==> src/rtl/rv_mem_pkg.sv <==
// rv_mem_pkg: shared types and constants for the unified-memory arbiter
package rv_mem_pkg;
  typedef enum logic [1:0] {IDLE, ISSUE, WAIT, ACK} state_t;
  localparam logic GNT_IF = 1'b0;
  localparam logic GNT_LS = 1'b1;
  localparam int LAT_CNT_W = 4;
endpackage

==> src/rtl/rr_arb2.sv <==
// rr_arb2: two-way round-robin picker; a tie goes to whoever was not granted last
module rr_arb2
  import rv_mem_pkg::*;
(
  input  logic req_if,
  input  logic req_ls,
  input  logic last,
  output logic any,
  output logic pick_ls
);
  assign any = req_if | req_ls;
  assign pick_ls = req_ls & (~req_if | (last == GNT_IF));
endmodule

==> src/rtl/rv_mem_arbiter.sv <==
// rv_mem_arbiter: shares one single-port memory between fetch and load/store, one transaction at a time
module rv_mem_arbiter
  import rv_mem_pkg::*;
#(
  parameter int ADDR_W = 32,
  parameter int DATA_W = 32,
  parameter int MEM_LATENCY = 1
) (
  input  logic                clock,
  input  logic                reset,
  input  logic                if_req,
  input  logic [ADDR_W-1:0]   if_addr,
  output logic                if_ack,
  output logic [DATA_W-1:0]   if_rdata,
  input  logic                ls_req,
  input  logic                ls_we,
  input  logic [DATA_W/8-1:0] ls_wstrb,
  input  logic [ADDR_W-1:0]   ls_addr,
  input  logic [DATA_W-1:0]   ls_wdata,
  output logic                ls_ack,
  output logic [DATA_W-1:0]   ls_rdata,
  output logic                mem_en,
  output logic                mem_we,
  output logic [DATA_W/8-1:0] mem_wstrb,
  output logic [ADDR_W-1:0]   mem_addr,
  output logic [DATA_W-1:0]   mem_wdata,
  input  logic [DATA_W-1:0]   mem_rdata,
  output logic                busy,
  output logic                grant_ls
);
  if (MEM_LATENCY < 1 || MEM_LATENCY > 15) begin : g_bad_latency
    $error("rv_mem_arbiter: MEM_LATENCY must be in 1..15");
  end
  if (DATA_W % 8 != 0) begin : g_bad_width
    $error("rv_mem_arbiter: DATA_W must be a multiple of 8");
  end
  state_t state, state_n;
  logic [LAT_CNT_W-1:0] cnt;
  logic last, any, pick_ls, grab;
  rr_arb2 u_arb (.req_if(if_req), .req_ls(ls_req), .last(last), .any(any), .pick_ls(pick_ls));
  assign grab = (state == IDLE) && any;
  always_ff @(posedge clock or posedge reset)
    if (reset) state <= IDLE;
    else state <= state_n;
  always_comb begin
    state_n = state;
    state_n = state == IDLE  ? (any ? ISSUE : IDLE) :
              state == ISSUE ? WAIT :
              state == WAIT  ? (cnt == LAT_CNT_W'(1) ? ACK : WAIT) : IDLE;
  end
  // Outputs are all registered off the next state, so no input reaches an output combinationally.
  always_ff @(posedge clock or posedge reset)
    if (reset) begin
      cnt       <= '0;
      last      <= GNT_LS;
      grant_ls  <= GNT_IF;
      mem_en    <= 1'b0;
      mem_we    <= 1'b0;
      mem_wstrb <= '0;
      mem_addr  <= '0;
      mem_wdata <= '0;
      busy      <= 1'b0;
      if_ack    <= 1'b0;
      ls_ack    <= 1'b0;
      if_rdata  <= '0;
      ls_rdata  <= '0;
    end else begin
      mem_en   <= state_n == ISSUE;
      busy     <= state_n != IDLE;
      cnt      <= state == ISSUE ? LAT_CNT_W'(MEM_LATENCY) : state == WAIT ? cnt - LAT_CNT_W'(1) : cnt;
      if_ack   <= state_n == ACK && grant_ls == GNT_IF;
      ls_ack   <= state_n == ACK && grant_ls == GNT_LS;
      if_rdata <= (state_n == ACK && grant_ls == GNT_IF) ? mem_rdata : '0;
      ls_rdata <= (state_n == ACK && grant_ls == GNT_LS && !mem_we) ? mem_rdata : '0;
      if (grab) begin
        last      <= pick_ls;
        grant_ls  <= pick_ls;
        mem_we    <= pick_ls & ls_we;
        mem_wstrb <= (pick_ls && ls_we) ? ls_wstrb : '0;
        mem_addr  <= pick_ls ? ls_addr : if_addr;
        mem_wdata <= pick_ls ? ls_wdata : '0;
      end
    end
endmodule

==> config.mk <==
export PLATFORM = sky130hd
export DESIGN_NAME = rv_mem_arbiter
export DESIGN_NICKNAME = d
export VERILOG_FILES = /design/src/rtl/rv_mem_pkg.sv /design/src/rtl/rr_arb2.sv /design/src/rtl/rv_mem_arbiter.sv
export SDC_FILE = /design/constraint.sdc
export NUM_CORES = 1
export LEC_CHECK = 0
export ABC_AREA = 1
export CAP_MARGIN = 20
export CORE_MARGIN = 5
export CORE_UTILIZATION = 40
export DETAILED_ROUTE_END_ITERATION = 16
export PLACE_DENSITY_LB_ADDON = 0.2
export SLEW_MARGIN = 10
export SYNTH_ARGS = -nofsm -noshare
export SYNTH_HDL_FRONTEND = slang
export SYNTH_SLANG_ARGS = --single-unit
==> constraint.sdc <==
create_clock -name clock -period 5.1 [get_ports clock]
set_clock_uncertainty 0.1 [all_clocks]
set_input_delay 0.765 -clock clock [delete_from_list [all_inputs] [get_ports clock]]
set_output_delay 0.765 -clock clock [all_outputs]
set_load 0.05 [all_outputs]
==> flow_metrics.tcl <==
set metrics [dict create \
    r2r-start "state[0]" \
    syn_nets 704 \
    finalMaxSlewViolations 0 \
    kind_of_cell_adding_the_most_delay_to_the_critical_path "buffers and inverters" \
    dpl.cell_count 984 \
    grt_max_degree 112 \
    share_of_layout_cells_above_drive_strength_1 0.0571 \
    first_global_vias 5158 \
    fmax_ghz 0.329 \
    synth_ff_type "sky130_fd_sc_hd__dfrtp_1" \
    vdd_drop_max_v 0.000298 \
    clk_path_buf_depth 2 \
    final_hold_viol_count 0 \
    cts-buffers-inserted 17 \
    firstDrtPassIters 4 \
    synth-async-reset-ratio 1.00 \
    die-height_um 127 \
    worst_path_max_delay_cell "sky130_fd_sc_hd__inv_2" \
    dieArea_um2 16200 \
    fin_crit_sh 0.596 \
    cp_num_buf_inv 2 \
    clk_pin_slew_ns 0.06 \
    post_cts_setup_buffers 0 \
    dr.first_iter.drc_count 267 \
    timing.setup.tns_ns 0 \
    critical_path.endpoint_type "flop" \
    detail_route.wl_per_cell_um 16.3 \
    ys_top_cells_by_count "sky130_fd_sc_hd__dfrtp_1 (144), sky130_fd_sc_hd__nand2_1 (110), sky130_fd_sc_hd__nor2_1 (104), sky130_fd_sc_hd__inv_1 (47), sky130_fd_sc_hd__o21ai_1 (40)" \
    overall_via_count_from_detail_route 4781 \
    hold_class "flop to flop" \
    initial_utilization 0.411 \
    finish.cell_count_without_fillers 1017 \
    hold_path_startpoint "mem_wdata[2]" \
    slew_headroom 0.307 \
    worst-slew-pin-transition_ns 1.04 \
    cts_repair_resize_count 0 \
    endpoints_failing_setup 0 \
    grt_setup_unrepaired "no" \
    nNetsFinal 970 \
    fp.coreArea_um2 13300 \
    crit_arrival_ns 3.27 \
    initial_antenna_violation_count 0 \
    mapped_avg_cell_area_um2 9.76 \
    yosysSeqAreaShare 0.661 \
    floorplan.rows 42 \
    period_needed_ns 3.04 \
    global_route_wire_length_before_repair_um 26400 \
    timing.critical_path.slowest_cell_delay_ns 0.92 \
    number_of_warning_messages_in_the_yosys_log 0 \
    detailedPlacementHpwl_um 11900 \
    maximum_fanout_along_the_worst_path 66 \
    post-route-drc-count 0 \
    routed_via_density 4.70 \
    synth_seq_cells 145 \
    n_antenna_cell 0 \
    syn2layout_area_growth_pct 62.7 \
    clock_latency_at_the_later_pin_of_the_worst_skew_pair_ns 0.41 \
    power_leakage_uw 0.00427 \
    yosys.cell_types.count 24 \
    gr-usage-all-layers 0.209 \
    tritoncts_clock_tree "done" \
    count_of_clock_tree_sinks 145 \
    synth.top_cell.area_share 0.657 \
    numPortBuffers 274 \
    number_of_top_level_pins 275 \
    crit_path_class "input pin to flop" \
    postCtsHoldBufs 0 \
    startpoint "ls_req" \
    max_cap_viol_count 0 \
    postSynthCellCount 562 \
    power_per_cell_area_nw_per_um2 670 \
    synth.cell_area_um2 5490 \
    floorplan.die.width_um 127 \
    cts_max_level 4 \
    path_cells "clkdlybuf4s50_1, nand2_2, inv_2, nand3_1, o21ai_0" \
    number_of_synthesized_flops_with_an_enable_pin 0 \
    drt-total-wl_um 16600 \
    cp.required_ns 5.33 \
    drt.antenna.violating_nets 0 \
    outcome "finished clean" \
    grt_remaining_overflow 0 \
    root_buffer "sky130_fd_sc_hd__clkbuf_16" \
    routabilityCongestion 0.810 \
    post-synth-top-count-cell "sky130_fd_sc_hd__dfrtp_1" \
    cp-start-kind "input pin" \
    synth.area.top_cells "sky130_fd_sc_hd__dfrtp_1 (66%), sky130_fd_sc_hd__nand2_1 (7.5%), sky130_fd_sc_hd__nor2_1 (7.1%)" \
    synth.largest_area_cell "sky130_fd_sc_hd__dfrtp_1" \
]
cell families (layout without fill, tap and decap cells):
| family | count (synthesis) | after routing | share of synthesized area |
|---|---|---|---|
| buffers and inverters | 81 | 360 | 0.0645 |
| flip-flops | 145 | 145 | 0.661 |
| AND/OR/NAND/NOR | 256 | 256 | 0.192 |
| AO/OA/AOI/OAI | 75 | 75 | 0.0705 |
| adder cells (fa/ha/maj) | 5 | 5 | 0.0114 |
worst reg2reg max path, cell delays in order, from the launching register on:
cell and delay [ns]:
sky130_fd_sc_hd__dfrtp_1 0.38, sky130_fd_sc_hd__inv_1 0.09, sky130_fd_sc_hd__ha_1 0.26, sky130_fd_sc_hd__buf_4 0.39, sky130_fd_sc_hd__o21ai_4 0.20, sky130_fd_sc_hd__nand2_4 0.15
sky130_fd_sc_hd__nand3_2 0.57, sky130_fd_sc_hd__nor2_1 0.31
metrics by stage:
stage	worst slack [ns]	utilization	cell area (um^2)	total power (uW)	hold WS (ns)
finish	2.06	0.669	8930	5980	0.378
global placement	1.78	0.623	8310	4740	0.361
detailed placement	1.62	0.623	8310	4790	0.365
CTS	2.07	0.667	8900	6030	0.380
global route	1.77	0.669	8930	6290	0.393
floorplan	0.342	-	5490	3730	0.347
path summary, 6_finish.rpt:
path | end | slack, ns | depth (start not counted)
min reg2reg | mem_wdata[2] | 0.38 | 2
min | mem_wdata[2] | 0.38 | 2
min in group asynchronous | ls_rdata[29] | 0.55 | 2
max in group asynchronous | if_rdata[14] | 3.21 | 4
max reg2reg | if_rdata[22] | 2.55 | 7
max | mem_wstrb[0] | 2.06 | 5
state kept, by name (all words and copies together) (netlist names), 2 cells and up:
register,flops
state,2
ls_rdata,32
mem_addr,32
mem_wdata,32
if_rdata,32
cnt,4
mem_wstrb,4
cell type report:
cell class | instances | area [um^2]
multi-input cells | 336 | 1500
well taps | 176 | 220
flip-flops and latches | 145 | 3630
inverters | 50 | 193
fillers | 1082 | 4420
clock inverters | 13 | 135
repair buffers | 278 | 2790
clock buffers | 19 | 453
where the power goes:
group          switching (uW)  internal [uW]  total (uW)
Sequential                195           1540        1740
Clock                     474            744        1220
Combinational            2090            935        3020
Total                    2760           3220        5980
layer usage:
metal  global-route usage  share of wire
met5                    0              0
met4               0.0909          0.031
met3               0.0747          0.076
met2                0.375           0.53
met1                0.220           0.36
layout by cell type (no fill, tap or decap), drive strengths merged:
master	count
clkbuf	19
nor2	105
and3	1
o21ai	73
dfrtp	144
clkinv	8
inv	51
buf	4
ha	5
nand3	36
nand2	112
nand4	1
clkinvlp	2
dfstp	1
nor3	1
bufinv	2
clkdlybuf4s50	274
a21oi	2
Note: power is estimated with default switching activity, not from simulation.
